`config.mk`:
```
export PLATFORM = sky130hd
export DESIGN_NAME = mem_arbiter
export DESIGN_NICKNAME = d
export VERILOG_FILES = /design/src/rtl/mem_arb_pkg.sv /design/src/rtl/rr_arb2.sv /design/src/rtl/mem_arbiter.sv
export SDC_FILE = /design/constraint.sdc
export NUM_CORES = 1
export LEC_CHECK = 0
export CAP_MARGIN = 5
export CORE_AREA = 2 2 104 106
export DETAILED_ROUTE_END_ITERATION = 7
export DIE_AREA = 0 0 106 108
export HOLD_SLACK_MARGIN = 0.02
export PLACE_DENSITY = 0.65
export RECOVER_POWER = 25
export SYNTH_ARGS = -nofsm -noshare
export SYNTH_HDL_FRONTEND = slang
export SYNTH_HIERARCHICAL = 1
export SYNTH_SLANG_ARGS = --single-unit
```
`constraint.sdc`:
```
create_clock -name clk -period 2 [get_ports clk]
set_input_delay 0.4 -clock clk [delete_from_list [all_inputs] [get_ports clk]]
set_output_delay 0.4 -clock clk [all_outputs]
set_load 0.01 [all_outputs]
```
`src/rtl/mem_arb_pkg.sv`:
```
// Shared types and default widths for the memory arbiter.
package mem_arb_pkg;

  localparam int unsigned DEF_ADDR_WIDTH = 32;
  localparam int unsigned DEF_WORD_WIDTH = 32;

  // Which port owns an outstanding read, and which port was granted last.
  typedef enum logic {
    OWN_IF = 1'b0,
    OWN_D  = 1'b1
  } owner_e;

endpackage

```
`src/rtl/rr_arb2.sv`:
```
// Two-way round-robin arbiter: req[0] = fetch, req[1] = data.
// The last-grant flag changes only when a grant is issued.
module rr_arb2
  import mem_arb_pkg::*;
(
  input  logic       clk,
  input  logic       rst_n,
  input  logic       en,
  input  logic [1:0] req,
  output logic [1:0] gnt
);

  owner_e last_q;

  // Single requester wins outright; on a tie the port not granted last wins.
  always_comb begin
    gnt = '0;
    if (en) begin
      if (req[0] && (!req[1] || last_q == OWN_D)) begin
        gnt[0] = 1'b1;
      end else if (req[1]) begin
        gnt[1] = 1'b1;
      end
    end
  end

  // Remember the most recent winner; reset favours fetch on the first tie.
  always_ff @(posedge clk) begin
    if (!rst_n) begin
      last_q <= OWN_D;
    end else if (gnt[0]) begin
      last_q <= OWN_IF;
    end else if (gnt[1]) begin
      last_q <= OWN_D;
    end
  end

endmodule

```
`src/rtl/mem_arbiter.sv`:
```
// Arbitrates a fetch read port and a data read/write port onto a
// single-port synchronous memory with one-cycle read latency.
module mem_arbiter
  import mem_arb_pkg::*;
#(
  parameter int unsigned ADDR_WIDTH = DEF_ADDR_WIDTH,
  parameter int unsigned WORD_WIDTH = DEF_WORD_WIDTH
) (
  input  logic                  clk,
  input  logic                  rst_n,
  input  logic                  if_req,
  input  logic [ADDR_WIDTH-1:0] if_addr,
  output logic                  if_gnt,
  output logic                  if_rvalid,
  output logic [WORD_WIDTH-1:0] if_rdata,
  input  logic                  d_req,
  input  logic                  d_we,
  input  logic [ADDR_WIDTH-1:0] d_addr,
  input  logic [WORD_WIDTH-1:0] d_wdata,
  output logic                  d_gnt,
  output logic                  d_rvalid,
  output logic [WORD_WIDTH-1:0] d_rdata,
  output logic                  mem_read,
  output logic                  mem_write,
  output logic [ADDR_WIDTH-1:0] mem_addr,
  output logic [WORD_WIDTH-1:0] mem_wdata,
  input  logic [WORD_WIDTH-1:0] mem_rdata
);

  logic       arb_en_q;
  logic       pend_q;
  owner_e     own_q;
  logic [1:0] gnt;
  logic       rd_gnt;

  // Grants are held off while reset is asserted and for the first cycle after
  // release, so a request present at release is not accepted early.
  rr_arb2 u_rr (
    .clk   (clk),
    .rst_n (rst_n),
    .en    (rst_n & arb_en_q),
    .req   ({d_req, if_req}),
    .gnt   (gnt)
  );

  assign if_gnt = gnt[0];
  assign d_gnt  = gnt[1];
  assign rd_gnt = gnt[0] | (gnt[1] & ~d_we);

  // Steer the granted port onto the memory; no grant means no access.
  always_comb begin
    mem_read  = 1'b0;
    mem_write = 1'b0;
    mem_addr  = if_addr;
    mem_wdata = d_wdata;
    if (gnt[1]) begin
      mem_addr  = d_addr;
      mem_write = d_we;
      mem_read  = ~d_we;
    end else if (gnt[0]) begin
      mem_read  = 1'b1;
    end
  end

  // Track the outstanding read and its owner; reset discards it.
  always_ff @(posedge clk) begin
    if (!rst_n) begin
      arb_en_q <= 1'b0;
      pend_q   <= 1'b0;
      own_q    <= OWN_IF;
    end else begin
      arb_en_q <= 1'b1;
      pend_q   <= rd_gnt;
      if (rd_gnt) begin
        own_q <= gnt[1] ? OWN_D : OWN_IF;
      end
    end
  end

  // Response valid is also masked by rst_n so an asserted reset hides it at once.
  assign if_rvalid = rst_n & pend_q & (own_q == OWN_IF);
  assign d_rvalid  = rst_n & pend_q & (own_q == OWN_D);
  assign if_rdata  = mem_rdata;
  assign d_rdata   = mem_rdata;

endmodule

```
Word-level counts from Yosys, hierarchy flattened. Cells that the tools add are included. W data, S select, Z words.

$add $sub $neg: 0. $mul: 0. Divide/modulo/power cells: 0. Order comparisons: 0. Eq/ne operators: 0. Shift operators: 0. Mux-type cells: 12. Bitwise operators: 8. Reduce and logical (&&, ||, !) cells: 4.

Operator list (count): $mux W32 (1); $mux W1 (10); $and A1 B1 Y1 (5); $mux W2 (1); $not A1 Y1 (2); $reduce_bool A2 Y1 (1); $logic_and A1 B1 Y1 (1); $logic_not A1 Y1 (1); $logic_or A1 B1 Y1 (1); $or A1 B1 Y1 (1).

Bits in registers: 4. Bits in latches: 0. Memory bits (writable): 0. ROM bits: 0. Word-level logic and storage cells: 28. Memories kept: 0.

Longest topological paths before layout.
Word-level depth: 7. Mapped depth: 7. Mapped depth without buffers: 5.

Hierarchy. The synthesis kept the hierarchy.

Modules (own cells, without submodules): mem_arbiter (times used 1, cells an instance 148, area an instance 1356.3 um^2, seq. area each 60.1 um^2); rr_arb2 (times used 1, cells an instance 8, area an instance 56.3 um^2, seq. area each 20.0 um^2).

Least setup slack after synthesis. No wires, ideal clock.

Path kind: input port to output port. From: in rst_n. To: out mem_addr[10]. Arrival time: 1.548 ns. Data required time: 1.600 ns. Path slack: 0.052 ns. Stages on the path: 6. Cells stage by stage: and2_1 -> nand2_1 -> a21oi_1 -> buf_6 -> buf_6 -> mux2_4.

Word-level cells in the longest chain between the ends: 3.

RTL lines: start: declaration (line mem_arbiter.sv:10) `input logic rst_n,`; $and A1 B1 Y1 (line mem_arbiter.sv:41) `.en (rst_n & arb_en_q),`; $mux W2 (line rr_arb2.sv:18) `if (en) begin`; net d_gnt (line mem_arbiter.sv:20) `output logic d_gnt,`; $mux W32 (line mem_arbiter.sv:56) `if (gnt[1]) begin`; end: declaration (line mem_arbiter.sv:25) `output logic [ADDR_WIDTH-1:0] mem_addr,`.

The timed path passes the listed nets, and every way through them passes these cells.

Final worst setup path.
From: reg arb_en_q. To: out mem_addr[28].

Word-level cells in the longest chain between the ends: 3.

RTL lines: start: declaration (line mem_arbiter.sv:30) `logic arb_en_q;`; start signal: assignment (line mem_arbiter.sv:68) `arb_en_q <= 1'b0;`; start signal: assignment (line mem_arbiter.sv:72) `arb_en_q <= 1'b1;`; $and A1 B1 Y1 (line mem_arbiter.sv:41); $mux W2 (line rr_arb2.sv:18); $mux W32 (line mem_arbiter.sv:56).

Every way passes these cells.

==> flow_metrics.env <==
export IMPL_hpwl_mm=3.18
export IMPL_drive_gt1_frac=0.514
export IMPL_initial_core_util=0.138
export IMPL_swShare=0.239
export IMPL_setup_slack_ns=-0.0990
export IMPL_synth_nets=289
export IMPL_tritoncts="built"
export IMPL_routedWlPerCell_um=12.8
export IMPL_wl_mm=4.12
export IMPL_p_per_area_mw_per_mm2=292
export IMPL_hold_path_cell_count=2
export IMPL_ys_seq_area_frac=0.0567
export IMPL_fmax_mhz=476
export IMPL_ios=267
export IMPL_ys_warnings_count=6
export IMPL_worstSetupPathType="reg2out"
export IMPL_grt_overflow_total=0
export IMPL_syn_inst=156
export IMPL_grt_use_total=0.0680
export IMPL_pwr_share_comb=0.609
export IMPL_p_int_w=0.000494
export IMPL_final_common_cell="clkdlybuf4s50_1"
export IMPL_total_power_w=0.000649
export IMPL_vdd_ir_drop_worst_mv=0.120
export IMPL_mostFrequentLayoutCells="clkdlybuf4s50_1, buf_6, mux2_4, buf_2, buf_4"
export IMPL_hp_class="reg2reg"
export IMPL_grt_max_degree=9
export IMPL_endpoint_kind="primary output"
export IMPL_firstDrtPassIters=2
export IMPL_skew_ns=0.000912
export IMPL_seqCellArea_um2=80.1
export IMPL_synth_cell_type_count=18
export IMPL_cp_data_arrival_time_ns=1.70
export IMPL_whs_ns=0.488
export IMPL_avgSynthCellArea_um2=9.06
export IMPL_grt_pass1_vias=1124
export IMPL_ys_ff_latch=4
export IMPL_period_minus_slack_ns=2.10
export IMPL_clock_path_buffers=2
export IMPL_relSlewSlack=0.816
export IMPL_p_leak_nw=0.966
export IMPL_synth_cell_area_mm2=0.00141
export IMPL_portBuffers=106
export IMPL_rows=37
export IMPL_die_y_um=108
export IMPL_dieArea_mm2=0.0114
export IMPL_cts_buffers_inserted=3
export IMPL_clkPwrFrac=0.259
export IMPL_area_delta_synth_final_pct=57.5
export IMPL_cts_root_buf="clkbuf_8"
export IMPL_antenna_left=0
export IMPL_clk_latency_ns=0.21
export IMPL_p_sw_w=0.000155
export IMPL_rsz0062_at_grt="yes"
export IMPL_cp_max_fo=5
export IMPL_cts_sinks=4
export IMPL_cap_violations=0
export IMPL_diodes=0
export IMPL_nets=320
export IMPL_core_area_mm2=0.0102
export IMPL_drc=0
export IMPL_worstRegToRegCells=11
export IMPL_via_per_inst=3.13
export IMPL_grt_antenna_before_repair=0
export IMPL_fill_cells=1129
export IMPL_setup_violations=20
export IMPL_multi_input_area_um2=609
export IMPL_clk_pin_slew_worst_paths_ns=0.03
export IMPL_die_w_um=106
export IMPL_min_period_over_period=1.05
export IMPL_status="complete, but fails checks"
export IMPL_grt_pass1_wl_mm=6.00
export IMPL_violations="negative setup slack"
export IMPL_crit_required_ns=1.60
export IMPL_gp_congestion=0.618
export IMPL_maxSlewViolCount=0
export IMPL_final_util=0.217
export IMPL_seq_power_share=0.133
export IMPL_drtIter0Drc=16
export IMPL_via_count=1005
export IMPL_hold_viol_final=0
export IMPL_critPathLaunchType="register"
export IMPL_h_tree_depth=1
export IMPL_worst_slew_pin_slew_ns=0.277
## worst max-delay path, stage by stage (launching register included)
cell	delay, ns
dfxtp_1	0.30
and2_4	0.15
nand2_4	0.06
a21oi_4	0.17
buf_6	0.13
buf_6	0.12
buf_16	0.12
mux2_4	0.31
buf_6	0.12
## final timing paths
path | slack (ns) | end | from
worst min register to register | 0.49 | own_q | own_q
worst min-delay path | 0.49 | own_q | own_q
worst max register to register | 0.40 | own_q | arb_en_q
worst max-delay path | -0.1 | mem_addr[28] | arb_en_q
## flip-flops by register name, summed over array words and instances, names as in the netlist
signal	count
arb_en_q	1
own_q	1
pend_q	1
u_rr/last_q	1
## final cells by class
class / count / share of cell area
repair buffers: 126 / 0.592
multi-input cells: 50 / 0.274
well taps: 136 / 0.0765
flip-flops and latches: 4 / 0.0360
clock buffers: 3 / 0.0186
inverters: 2 / 0.00337
## layer usage
metal,vias up,global-route usage,part of all wire
met2,75,0.112,0.53
met3,18,0.0235,0.10
met4,0,0.0508,0.034
li1,468,-,-
met5,-,0,0
met1,444,0.0726,0.34
## logic make-up (layout without fill, tap and decap cells)
| kind of cell | count (synthesis) | in the layout | share of synthesized area |
|---|---|---|---|
| buf+inv | 102 | 131 | 0.547 |
| mux | 32 | 32 | 0.327 |
| simple gates | 12 | 12 | 0.0443 |
| compound gates | 6 | 6 | 0.0248 |
| flops | 4 | 4 | 0.0567 |
## synthesized netlist by cell type
cell type  count  share of area
a21boi_0       1         0.0053
a21oi_1        2         0.0071
a31oi_1        1         0.0044
and2_1         2         0.0089
and3_1         1         0.0044
and4_1         1         0.0062
buf_4         96           0.51
buf_6          4          0.032
dfxtp_1        4          0.057
inv_1          2         0.0053
mux2_2         5          0.040
mux2_4        27           0.29
nand2_1        5          0.013
nand2b_1       1         0.0044
nor2_1         1         0.0027
nor2b_1        1         0.0044
o21ai_0        1         0.0035
o22ai_1        1         0.0044
## power groups by stage
stage / Sequential [W] / Combinational, W / Clock [W]
global placement: 0.0000868 / 0.000354 / 0
CTS: 0.0000861 / 0.000406 / 0.000175
detailed placement: 0.0000871 / 0.000358 / 0
global route: 0.0000864 / 0.000420 / 0.000181
floorplan: 0.0000860 / 0.000314 / 0
finish: 0.0000862 / 0.000395 / 0.000168
## through the flow
step                      instance area [um2]  setup WS (ns)  cells  TNS [ns]
after floorplan                          1410         0.0517    156         0
after global placement                   1940         -0.814    303    -27.46
after detailed placement                 1940         -0.823    303    -27.59
after CTS                                2280         -0.149    325     -3.18
after global routing                     2220         -0.157    321     -2.96
final                                    2220        -0.0990    321     -1.13
## repair_timing
item | in CTS | in global routing
pin swaps | 2 | 0
buffers inserted | 15 | 2
hold buffers | 0 | 0
gates resized for setup | 200 | 10
setup endpoints to repair | 38 | 36
gates cloned | 4 | 0
Note: power is estimated with default switching activity, not from simulation.
